`config.mk`:
```
export PLATFORM = sky130hd
export DESIGN_NAME = multicycle_alu
export DESIGN_NICKNAME = d
export VERILOG_FILES = /design/src/rtl/alu_pkg.sv /design/src/rtl/iter_muldiv.sv /design/src/rtl/multicycle_alu.sv
export SDC_FILE = /design/constraint.sdc
export NUM_CORES = 1
export LEC_CHECK = 0
export BUFFER_PORTS_ARGS = -buffer_cell sky130_fd_sc_hd__buf_4
export CORE_MARGIN = 2
export CORE_UTILIZATION = 30
export CTS_CLUSTER_SIZE = 8
export DETAILED_ROUTE_END_ITERATION = 12
export MAX_ROUTING_LAYER = met4
export PLACE_DENSITY = 0.46
export SYNTH_ARGS = -nofsm -noshare
export SYNTH_HDL_FRONTEND = slang
export SYNTH_HIERARCHICAL = 1
export SYNTH_SLANG_ARGS = --single-unit
export TNS_END_PERCENT = 1
```
`constraint.sdc`:
```
create_clock -name clk -period 4.3 [get_ports clk]
set_input_delay 0.86 -clock clk [delete_from_list [all_inputs] [get_ports clk]]
set_output_delay 0.86 -clock clk [all_outputs]
set_load 0.1 [all_outputs]
```
`src/rtl/alu_pkg.sv`:
```
// alu_pkg -- types shared by the multicycle ALU and its iterative engine.
//   alu_op_t    : encodings of the 4-bit alucont operation code
//   alu_state_t : control FSM states (IDLE, ITER, DONE)
//   MODE_MUL/DIV: engine mode select values
package alu_pkg;

  typedef enum logic [3:0] {
    OP_AND  = 4'b0000,
    OP_OR   = 4'b0001,
    OP_ADD  = 4'b0010,
    OP_SLL  = 4'b0011,
    OP_SRL  = 4'b0100,
    OP_XOR  = 4'b0101,
    OP_SUB  = 4'b0110,
    OP_SLTU = 4'b0111,
    OP_MULU = 4'b1000,
    OP_DIVU = 4'b1001,
    OP_SRA  = 4'b1010,
    OP_SLT  = 4'b1011
  } alu_op_t;

  typedef enum logic [1:0] {
    S_IDLE,
    S_ITER,
    S_DONE
  } alu_state_t;

  localparam logic MODE_MUL = 1'b0;
  localparam logic MODE_DIV = 1'b1;

endpackage

```
`src/rtl/iter_muldiv.sv`:
```
// iter_muldiv -- WIDTH-step unsigned shift-add multiplier / restoring divider.
// Ports:
//   clk, reset : clock, asynchronous active-high reset
//   start      : latch a, b, mode and begin a WIDTH-step run
//   mode       : MODE_MUL or MODE_DIV
//   a, b       : multiplicand/multiplier or dividend/divisor
//   hi, lo     : value the accumulator pair takes after the current step;
//                on the done cycle this is {product} or {remainder, quotient}
//   done       : high during the cycle that performs the final step
module iter_muldiv #(
  parameter int WIDTH = 32
) (
  input  logic             clk,
  input  logic             reset,
  input  logic             start,
  input  logic             mode,
  input  logic [WIDTH-1:0] a,
  input  logic [WIDTH-1:0] b,
  output logic [WIDTH-1:0] hi,
  output logic [WIDTH-1:0] lo,
  output logic             done
);
  import alu_pkg::*;

  localparam int CW = $clog2(WIDTH);

  logic             running;
  logic             mode_q;
  logic [CW-1:0]    cnt;
  logic [WIDTH-1:0] acc;
  logic [WIDTH-1:0] shreg;
  logic [WIDTH-1:0] opnd;
  logic [WIDTH:0]   mul_sum;
  logic [WIDTH:0]   div_shifted;
  logic [WIDTH:0]   div_diff;

  // One step of either algorithm. Multiply: conditionally add the
  // multiplicand into the upper half, then shift the {acc, shreg} pair right.
  // Divide: shift the next dividend bit into the partial remainder and keep
  // the subtraction only if it does not go negative.
  always_comb begin
    mul_sum     = {1'b0, acc} + (shreg[0] ? {1'b0, opnd} : '0);
    div_shifted = {acc, shreg[WIDTH-1]};
    div_diff    = div_shifted - {1'b0, opnd};
    hi          = mul_sum[WIDTH:1];
    lo          = {mul_sum[0], shreg[WIDTH-1:1]};
    if (mode_q == MODE_DIV) begin
      if (div_shifted >= {1'b0, opnd}) begin
        hi = div_diff[WIDTH-1:0];
        lo = {shreg[WIDTH-2:0], 1'b1};
      end else begin
        hi = div_shifted[WIDTH-1:0];
        lo = {shreg[WIDTH-2:0], 1'b0};
      end
    end
  end

  assign done = running && (cnt == CW'(WIDTH - 1));

  // Operand latch and step counter; the run stops itself after WIDTH steps.
  always_ff @(posedge clk or posedge reset) begin
    if (reset) begin
      running <= 1'b0;
      mode_q  <= MODE_MUL;
      cnt     <= '0;
      acc     <= '0;
      shreg   <= '0;
      opnd    <= '0;
    end else if (start) begin
      running <= 1'b1;
      mode_q  <= mode;
      cnt     <= '0;
      acc     <= '0;
      shreg   <= a;
      opnd    <= b;
    end else if (running) begin
      acc   <= hi;
      shreg <= lo;
      cnt   <= cnt + 1'b1;
      if (done) begin
        running <= 1'b0;
      end
    end
  end

endmodule

```
`src/rtl/multicycle_alu.sv`:
```
// multicycle_alu -- ALU with single-cycle logic/arith ops and iterative
// unsigned multiply/divide.
// Ports:
//   clk, reset     : clock, asynchronous active-high reset
//   start, alucont : request and opcode, sampled together with a, b
//   a, b           : WIDTH-bit operands
//   busy           : iterative op in progress (start ignored)
//   done           : one-cycle pulse when result/hi/zero/err are new
//   result, hi     : primary result, and product high half / remainder
//   zero, err      : result==0, illegal opcode or divide by zero
module multicycle_alu #(
  parameter int WIDTH = 32,
  parameter int SHW   = $clog2(WIDTH)
) (
  input  logic             clk,
  input  logic             reset,
  input  logic             start,
  input  logic [3:0]       alucont,
  input  logic [WIDTH-1:0] a,
  input  logic [WIDTH-1:0] b,
  output logic             busy,
  output logic             done,
  output logic [WIDTH-1:0] result,
  output logic [WIDTH-1:0] hi,
  output logic             zero,
  output logic             err
);
  import alu_pkg::*;

  alu_state_t       state, state_d;
  logic             accept;
  logic             load_sc, load_eng;
  logic             eng_start, eng_mode, eng_done;
  logic [WIDTH-1:0] eng_hi, eng_lo;
  logic [WIDTH-1:0] sc_result, sc_hi;
  logic             sc_err, sc_iter;
  logic [SHW-1:0]   shamt;

  assign shamt = b[SHW-1:0];

  // Single-cycle datapath. MULU and nonzero-divisor DIVU only raise sc_iter;
  // their results come from the iterative engine instead.
  always_comb begin
    sc_result = '0;
    sc_hi     = '0;
    sc_err    = 1'b0;
    sc_iter   = 1'b0;
    case (alucont)
      OP_AND:  sc_result = a & b;
      OP_OR:   sc_result = a | b;
      OP_ADD:  sc_result = a + b;
      OP_SLL:  sc_result = a << shamt;
      OP_SRL:  sc_result = a >> shamt;
      OP_XOR:  sc_result = a ^ b;
      OP_SUB:  sc_result = a - b;
      OP_SLTU: sc_result = {{(WIDTH-1){1'b0}}, (a < b)};
      OP_MULU: sc_iter = 1'b1;
      OP_DIVU: begin
        if (b == '0) begin
          sc_result = '1;
          sc_hi     = a;
          sc_err    = 1'b1;
        end else begin
          sc_iter = 1'b1;
        end
      end
      OP_SRA:  sc_result = $unsigned($signed(a) >>> shamt);
      OP_SLT:  sc_result = {{(WIDTH-1){1'b0}}, ($signed(a) < $signed(b))};
      default: sc_err = 1'b1;
    endcase
  end

  assign accept    = start && (state != S_ITER);
  assign eng_start = accept && sc_iter;
  assign eng_mode  = (alucont == OP_DIVU) ? MODE_DIV : MODE_MUL;

  iter_muldiv #(.WIDTH(WIDTH)) u_engine (
    .clk   (clk),
    .reset (reset),
    .start (eng_start),
    .mode  (eng_mode),
    .a     (a),
    .b     (b),
    .hi    (eng_hi),
    .lo    (eng_lo),
    .done  (eng_done)
  );

  // Control FSM: DONE behaves like IDLE for accepting a new request, which
  // gives back-to-back operation without an idle bubble.
  always_comb begin
    state_d  = state;
    load_sc  = 1'b0;
    load_eng = 1'b0;
    case (state)
      S_IDLE, S_DONE: begin
        if (accept) begin
          if (sc_iter) begin
            state_d = S_ITER;
          end else begin
            state_d = S_DONE;
            load_sc = 1'b1;
          end
        end else begin
          state_d = S_IDLE;
        end
      end
      S_ITER: begin
        if (eng_done) begin
          state_d  = S_DONE;
          load_eng = 1'b1;
        end
      end
      default: state_d = S_IDLE;
    endcase
  end

  always_ff @(posedge clk or posedge reset) begin
    if (reset) begin
      state <= S_IDLE;
    end else begin
      state <= state_d;
    end
  end

  // Output registers only change on DONE entry, so they hold until the next
  // accepted operation completes regardless of operand activity.
  always_ff @(posedge clk or posedge reset) begin
    if (reset) begin
      result <= '0;
      hi     <= '0;
      zero   <= 1'b1;
      err    <= 1'b0;
    end else if (load_sc) begin
      result <= sc_result;
      hi     <= sc_hi;
      zero   <= (sc_result == '0);
      err    <= sc_err;
    end else if (load_eng) begin
      result <= eng_lo;
      hi     <= eng_hi;
      zero   <= (eng_lo == '0);
      err    <= 1'b0;
    end
  end

  assign busy = (state == S_ITER);
  assign done = (state == S_DONE);

endmodule
```
== After elaboration in Yosys (flattened, before gate mapping) ==
Cells that the tools add are included.
Cells by class
  multiplexer cells: 40
  add/sub/neg operators: 5
  order comparisons: 3
  divide/modulo/power cells: 0
  bitwise logic cells: 3
  reduce and logical (&&, ||, !) cells: 12
  multipliers: 0
  shifts and indexed selects: 3
  equal/unequal tests: 16
Operator list (number)
  $mux W32: 15
  $pmux W32 S11: 1
  $logic_not A32 Y1: 3
  $lt A32 B32 Y1: 2
  $sub A32 B32 Y32: 2
  $add A32 B32 Y33: 1
  $ge A33 B32 Y1: 1
  $add A32 B32 Y32: 1
  $and A32 B32 Y32: 1
  $or A32 B32 Y32: 1
  $shl A32 B5 Y32: 1
  $shr A32 B5 Y32: 1
  $sshr A32 B5 Y32: 1
  $xor A32 B32 Y32: 1
  $eq A4 B3 Y1 const B: 4
  $eq A4 B4 Y1 const B: 4
  $mux W1: 16
  $reduce_or A11 Y1: 1
  $mux W5: 2
  $eq A4 B2 Y1 const B: 2
  $mux W2: 3
  $add A5 B1 Y5 const B: 1
  $eq A5 B5 Y1 const B: 1
  $eq A4 B1 Y1 const B: 1
  other kinds (10): 15
Word-level totals
  RAM bits: 0
  bits of input ports: 71
  output and inout bits: 68
  word-level logic and storage cells: 93
  memory bits (read-only): 0
  memories kept: 0
  register bits after elaboration: 171
  bits in latches: 0

== Depth between registers and ports, before layout ==
Gate-level depths: netlist of the first run.
  depth after elaboration: 7
  gate-level depth with buffers: 18

== Cells and area by module ==
The synthesis of the first run kept the hierarchy.
By module, submodules not included
  multicycle_alu: cells an instance 1837, instances 1, seq. area each 1702.9 um^2, area an instance 13629.3 um^2
  iter_muldiv: cells an instance 1047, instances 1, seq. area each 2577.5 um^2, area an instance 8823.5 um^2

== Worst setup path after synthesis of the first run ==
OpenSTA, ideal clock, no wires.
  path kind: input-to-reg
  start point: input port b[2]
  end point: register zero
  setup time: 97 ps
  data arrival time: 5177 ps
  slack: -975 ps
  required time: 4203 ps
  cell stages on the path: 18
  cells stage by stage: clkbuf_1 > inv_1 > buf_2 > buf_1 > buf_1 > ha_1 > clkbuf_1 > o21bai_1 > o211ai_1 > a311oi_1 > nor4_1 > o21ai_0 > nor4_1 > or4_1 > a211o_1 > nor4b_2 > nand4_1 > o41ai_2
Between the ends
  longest elaborated chain between the ends: 7
  elaborated cells on any way between the ends: 21
Ends and longest elaborated chain
  start: declaration: line multicycle_alu.sv:20  | input logic [WIDTH-1:0] b,
  branches (longest 7 deep; another with $sub A32 B32 Y32)
  end signal: assignment: line multicycle_alu.sv:137  | zero <= (sc_result == '0);
  end signal: assignment: line multicycle_alu.sv:142  | zero <= (eng_lo == '0);
  end: declaration: line multicycle_alu.sv:25  | output logic zero,
Parallel ways; which one is timed is not known.
A chain may end at the register's enable or synchronous reset.

== Worst setup path after layout of the first run ==
  start point: input port a[12]
  end point: register zero
Between the ends
  longest elaborated chain between the ends: 4
  elaborated cells on any way between the ends: 13
Ends and longest elaborated chain
  start: declaration: line multicycle_alu.sv:19  | input logic [WIDTH-1:0] a,
  $sub A32 B32 Y32, or another cell as far along: line multicycle_alu.sv:55  | OP_SUB: sc_result = a - b;
  $pmux W32 S11 (*): line multicycle_alu.sv:48  | case (alucont)
  $logic_not A32 Y1 (*): line multicycle_alu.sv:137
  $mux W1 (*): line multicycle_alu.sv:134  | end else if (load_sc) begin
Mark *: on every way between the ends. The rest lies on a longest branch, timed or not.

==> results of run 1 <==
==> power by group through the flow <==
stage	sequential (mW)	combinational (mW)	clock (mW)
after floorplan	3.25	6.08	0
after global placement	2.74	9.76	0
after detailed placement	2.75	9.88	0
after CTS	2.73	9.95	1.78
after global routing	2.80	10.9	1.85
final	2.74	10.2	1.74
==> stage by stage <==
stage	setup slack, ns	std cells	instance area, um^2	power (mW)	TNS [ns]
final	0.05737	4540	30460	14.65	0
after global routing	-0.03928	4539	30460	15.54	-0.03928
after CTS	0.02329	4533	30330	14.45	0
after detailed placement	-0.6051	4501	29690	12.64	-1.940
after global placement	-0.5247	4501	29690	12.51	-1.632
after floorplan	-0.07126	2884	22620	9.330	-0.07126
==> routing by layer <==
metal | vias to the layer above | share of wire [%] | GRT usage (%)
li1 | 12035 | - | -
met1 | 13470 | 45 | 47.41
met2 | 1369 | 44 | 52.04
met3 | 238 | 7.2 | 4.178
met4 | 0 | 4.2 | 13.04
met5 | - | 0 | -
==> critical path, stage by stage <==
cell and delay (ns):
buf_4 0.12, inv_1 0.22, ha_1 0.33, buf_4 0.18
inv_1 0.07, a21oi_1 0.12, o31ai_1 0.41, a41oi_1 0.19
buf_4 0.18, buf_4 0.14, nand2_1 0.20, a21oi_1 0.16
a211o_1 0.31, a211o_1 0.40, a2111oi_2 0.37, nand4_1 0.16
o41ai_2 0.21
==> kinds of logic after synthesis <==
group | count (synthesis) | share of synthesized area (%)
AO/OA/AOI/OAI | 936 | 27.66
adder cells (fa/ha/maj) | 179 | 10.11
multiplexers | 246 | 14.68
flip-flops | 171 | 19.06
AND/OR/NAND/NOR | 914 | 19.18
buffers and inverters | 375 | 6.854
XOR/XNOR | 63 | 2.458
==> cell type report <==
class / instances / area, um^2
inverter: 155 / 595.6
tap: 969 / 1212
antenna: 6 / 15.01
multi-input combinational: 2338 / 16850
clock inverter: 14 / 201.4
fill: 7660 / 43860
sequential: 171 / 4287
clock buffer: 18 / 439.2
timing repair buffer: 869 / 6853
==> layout by cell type, fill, tap and decap left out, types with 15 or more instances in the layout <==
cell type / synthesis / layout
xnor2_1: 35 / 35
mux2i_1: 114 / 112
nor2_1: 245 / 241
o31ai_1: 19 / 19
a211o_1: 16 / 16
a21o_1: 50 / 49
and3_1: 22 / 21
nor3_1: 61 / 59
nor2b_1: 26 / 25
a31oi_1: 32 / 32
o21a_1: 15 / 15
mux2_2: 65 / 65
nor4_1: 37 / 33
mux4_2: 57 / 57
buf_4: 3 / 842
nand4_1: 32 / 32
and2_1: 45 / 45
o22ai_1: 32 / 32
nand3_1: 54 / 54
inv_1: 152 / 149
xor2_1: 28 / 28
a21oi_1: 210 / 208
o211ai_1: 38 / 38
dfrtp_1: 170 / 167
o21ai_0: 234 / 230
nand2_1: 302 / 301
a22oi_1: 48 / 48
nand2b_1: 26 / 26
buf_12: 3 / 26
a211oi_1: 38 / 37
clkbuf_16: 0 / 17
ha_1: 175 / 174
==> worst paths after layout <==
kind	from	to	slack (ns)	cells after the start
worst max-delay path	a[12]	zero$_DFFE_PP1P_	0.06	17
worst min-delay path	reset	u_engine/shreg[25]$_DFFE_PP0P_	0.33	2
worst max register to register	u_engine/shreg[0]$_DFFE_PP0P_	hi[31]$_DFFE_PP0P_	0.15	14
worst min register to register	result[12]$_DFFE_PP0P_	result[12]$_DFFE_PP0P_	0.49	2
max in group asynchronous	reset	hi[26]$_DFFE_PP0P_	2.97	3
min in group clk	result[12]$_DFFE_PP0P_	result[12]$_DFFE_PP0P_	0.49	2
==> state kept, by name, indices dropped and copies added (netlist names) <==
signal,cells
err,1
u_engine/running,1
u_engine/opnd,32
result,32
u_engine/acc,32
u_engine/mode_q,1
hi,32
zero,1
u_engine/shreg,32
state,2
u_engine/cnt,5
==> what timing repair did <==
item	CTS	global route
setup endpoints to repair	2	5
pin swaps	0	5
setup buffers	0	1
gates resized for setup	2	23
hold endpoints to repair	0	0
==> flow_summary_export.csv, run 1 <==
group,metric,value,unit
power_and_ir_drop,pwr-share-clk,11.9,%
critical_path,critPathRequiredTime,4.70,ns
sta,finalHoldViolations,0,
yosys,yosysMostFrequentCell,"nand2_1",
clock_network,clock_path_buffers,2,
detailed_routing,routed_wl,132900,um
detailed_routing,drc_errors,0,
power_and_ir_drop,power.switching,7.618,mW
sta,tightest_slew,0.9884,ns
layout,area_growth,35.65,%
critical_path,cp-end-kind,"flip-flop",
sta,rsz0062_at_grt,"true",
clock_network,numCtsBuffers,17,
detailed_routing,drt-wirelength-per-cell,29.27,um
layout,nNetsFinal,3802,
clock_network,clkSlewWorstSetupHoldPaths,0.08,ns
power_and_ir_drop,p_seq_share,18.7,%
detailed_routing,first_iter_violations,3278,
yosys,synth.net_count,3134,
critical_path,crit_type,"in -> reg",
sta,slew_violations,0,
layout,postLayoutCoreUtil,40.98,%
yosys,synthFlopType,"dfrtp_1",
placed_design,portBuffers,138,
sta,finClkSkew,0.02025,ns
grt,grt_pass1_vias,25989,
yosys,yosys-top-cells-area,"dfrtp_1 (19%), ha_1 (9.8%), mux4_2 (5.7%)",
yosys,synth.yosys.warnings,6,
floorplan,fp.dieH,277.6,um
floorplan,ioPinCount,139,
critical_path,cp-start-kind,"input port",
clock_network,htree_levels,4,
yosys,synth_largest_area_cell,"dfrtp_1",
clock_network,clk_latency,0.49,ns
power_and_ir_drop,power.internal,7.027,mW
floorplan,core_region_area,74320,um^2
sta,timing.hold.ws,0.3262,ns
sta,fin_crit_sh,98.67,%
detailed_routing,avgViaCountPerCell,5.972,
yosys,synthTopCellsByCount,"nand2_1 (302), nor2_1 (245), o21ai_0 (234)",
floorplan,num_rows,100,
power_and_ir_drop,p_per_area,480.8,nW/um^2
critical_path,cp.arrival,4.65,ns
floorplan,die_w,277.6,um
clock_network,cts-root-buf,"clkbuf_16",
clock_network,cts.sinks,171,
grt,antenna_found_initial,10,
power_and_ir_drop,leakage,14.33,nW
yosys,synth_edf_count,0,
critical_path,crit_fanout,6,
power_and_ir_drop,netSwitchingFraction,52.02,%
yosys,syn_area,22450,um^2
placed_design,hpwl,109400,um
power_and_ir_drop,power.share.combinational,69.4,%
floorplan,die_area,77050,um^2
detailed_routing,vias,27112,
placed_design,gp_congestion,1.063,
sta,fmaxAchievable,235.7,MHz
grt,track_usage,34.60,%
grt,grt_overflow,0,
grt,grt_pass1_wl,189300,um
detailed_routing,drt_pass1_iterations,6,
yosys,ys_seq_elements,171,
detailed_routing,drtAntennaViolNets,0,
grt,grt_max_degree,86,
sta,fin_crit,4.243,ns
yosys,synth_cell_types,101,
layout,drive_above_1_share,31.08,%
sta,finalSetupViolations,0,
job,maxCapViolations,0,
yosys,seq_area_frac_synth,19.06,%
clock_network,cts_hold_buf,0,
sta,max-slew-margin-rel,33.71,%
yosys,syn_avg_cell_area,7.785,um^2
floorplan,start_util,30.21,%
clock_network,cts_tree,"built",
worst_hold_path,min_path_type,"in -> async",
yosys,postSynthCellCount,2884,
yosys,async_reset_ff_share,100.0,%
power_and_ir_drop,ir_drop,0.0004841,V
status,outcome,"finished clean",
yosys,synth_top_area_share,18.95,%
(Power assumes the default switching activity.)
==> run 2: changes to the inputs <==
==> constraint.sdc (replaced) <==
create_clock -name clk -period 4.3 [get_ports clk]
set_input_delay 0.215 -clock clk [delete_from_list [all_inputs] [get_ports clk]]
set_output_delay 0.215 -clock clk [all_outputs]
set_load 0.1 [all_outputs]
==> run 2 against run 1 <==
Effect of this change:
- largest cell class unchanged
- non-clock buffer count shrank 436
- die area stayed put
- combinational power is 4% lower
- hold slack got worse by 0.28 ns
- critical endpoint unchanged
- design area fell by 11%
- sequential share of layout area increased by 1.8 points
- worst setup slack better by 0.10 ns
- clock skew increased by 0.0058 ns
- clock power hardly changed
==> flow_summary_export.csv, run 2 (synthesis gave the netlist of run 1 again) <==
group,metric,value,unit
critical_path,crit_start,"a[0]",
placed_design,dp.cells,4061,
worst_hold_path,min_path_cells,3,
grt,grt_pass1_vias,24504,
layout,stdcell_count,4102,
critical_path,crit_fanout,7,
floorplan,fp.dieH,277.6,um
sta,slew_violations,0,
grt,grt_overflow,0,
sta,finalSetupViolations,0,
clock_network,clkSlewWorstSetupHoldPaths,0.09,ns
clock_network,numCtsBuffers,17,
sta,max-slew-margin-rel,26.59,%
layout,final_area,26960,um^2
clock_network,clk_latency,0.50,ns
critical_path,critPathRequiredTime,4.70,ns
floorplan,die_area,77050,um^2
critical_path,r2r-end,"hi[22]$_DFFE_PP0P_",
floorplan,core_region_area,74320,um^2
detailed_routing,drtAntennaViolNets,0,
detailed_routing,first_iter_violations,3012,
detailed_routing,drt-wirelength-per-cell,31.90,um
critical_path,worstReg2RegStart,"u_engine/shreg[31]$_DFFE_PP0P_",
layout,final_common_cell,"buf_4",
grt,grt_max_degree,62,
grt,grt_pass1_wl,185400,um
grt,track_usage,34.05,%
layout,area_growth,20.09,%
sta,fin_crit,4.140,ns
power_and_ir_drop,leakage,12.16,nW
floorplan,num_rows,100,
worst_hold_path,hold_start,"a[23]",
detailed_routing,drt_pass1_iterations,6,
critical_path,rrSetupSlack,0.25,ns
grt,antenna_found_initial,9,
sta,tightest_slew,1.098,ns
critical_path,cp-end-kind,"flip-flop",
worst_hold_path,min_path_type,"in -> reg",
clock_network,cts.sinks,171,
sta,finalHoldViolations,0,
detailed_routing,avgViaCountPerCell,6.227,
placed_design,hpwl,103200,um
floorplan,die_w,277.6,um
critical_path,cp-start-kind,"input port",
job,maxCapViolations,0,
floorplan,start_util,30.21,%
power_and_ir_drop,p_per_area,528.0,nW/um^2
placed_design,gp_congestion,1.055,
critical_path,crit_type,"in -> reg",
worst_hold_path,holdPathEnd,"u_engine/shreg[23]$_DFFE_PP0P_",
detailed_routing,drc_errors,0,
clock_network,cts-root-buf,"clkbuf_16",
critical_path,ff2ff_path_depth,16,
placed_design,postPlaceCellArea,26210,um^2
status,outcome,"finished clean",
detailed_routing,vias,25542,
sta,fmaxAchievable,241.6,MHz
layout,nNetsFinal,3366,
sta,rsz0062_at_grt,"false",
sta,finClkSkew,0.02600,ns
clock_network,cts_tree,"built",
floorplan,ioPinCount,139,
detailed_routing,routed_wl,130800,um
sta,timing.hold.ws,0.04251,ns
placed_design,portBuffers,138,
critical_path,cp.arrival,4.54,ns
layout,drive_above_1_share,20.93,%
sta,fin_crit_sh,96.27,%
clock_network,htree_levels,4,
power_and_ir_drop,ir_drop,0.0002828,V
layout,final_cell_mix,"buf_4 (414), nand2_1 (301), nor2_1 (241)",
clock_network,clock_path_buffers,2,
run 2: cell type report:
| type | instances | area [um^2] |
|---|---|---|
| inverter | 155 | 585.6 |
| clock inverter | 15 | 196.4 |
| sequential | 171 | 4285 |
| fill | 7838 | 47360 |
| clock buffer | 17 | 425.4 |
| multi-input combinational | 2338 | 16790 |
| timing repair buffer | 433 | 3458 |
| antenna | 4 | 10.01 |
| tap | 969 | 1212 |
run 2: how the worst max path moves through the flow:
| stage | end |
|---|---|
| after floorplan | zero$_DFFE_PP1P_ |
| after global placement | zero$_DFFE_PP1P_ |
| after detailed placement | zero$_DFFE_PP1P_ |
| after CTS | zero$_DFFE_PP1P_ |
| after global routing | zero$_DFFE_PP1P_ |
| final | zero$_DFFE_PP1P_ |
run 2: power by group:
group | internal, mW | leakage, nW | switching [mW]
Sequential | 2.14 | 2.09 | 0.580
Combinational | 3.70 | 9.76 | 6.10
Clock | 0.890 | 0.306 | 0.825
Total | 6.73 | 12.2 | 7.50
run 2: stage by stage:
step	TNS, ns	utilization, %	worst slack [ns]	total power, mW
finish	0	36.28	0.1604	14.24
global route	0	36.28	0.07477	15.11
CTS	0	36.14	0.01144	14.09
detailed placement	-0.5420	35.27	-0.4704	12.31
global placement	-0.5364	35.27	-0.4733	12.23
floorplan	0	-	0.001853	9.312
run 2: repair_timing:
item | CTS | global route
setup endpoints to repair | 0 | 2
hold buffers | 3 | 0
buffers inserted | 0 | 2
endpoints found under the hold margin | 93 | 0
resized for setup | 0 | 15
run 2: worst max-delay path, cell delays in order:
cell           delay, ns
dlygate4sd3_1       0.56
buf_4               0.17
inv_1               0.07
ha_1                0.22
fa_1                0.40
o21bai_1            0.21
o211ai_1            0.13
buf_4               0.18
a31oi_1             0.30
o221a_2             0.24
a21oi_1             0.04
nor3_1              0.72
nand4_1             0.34
nor4b_2             0.37
nand4_1             0.14
o41ai_2             0.23
run 2: routing by layer:
metal / vias to the layer above / track usage (%) / part of all wire [%]
met3: 280 / 5.331 / 7.8
met4: 0 / 15.84 / 5.1
met1: 12758 / 45.31 / 44
met2: 1360 / 50.52 / 44
met5: - / - / 0
li1: 11144 / - / -
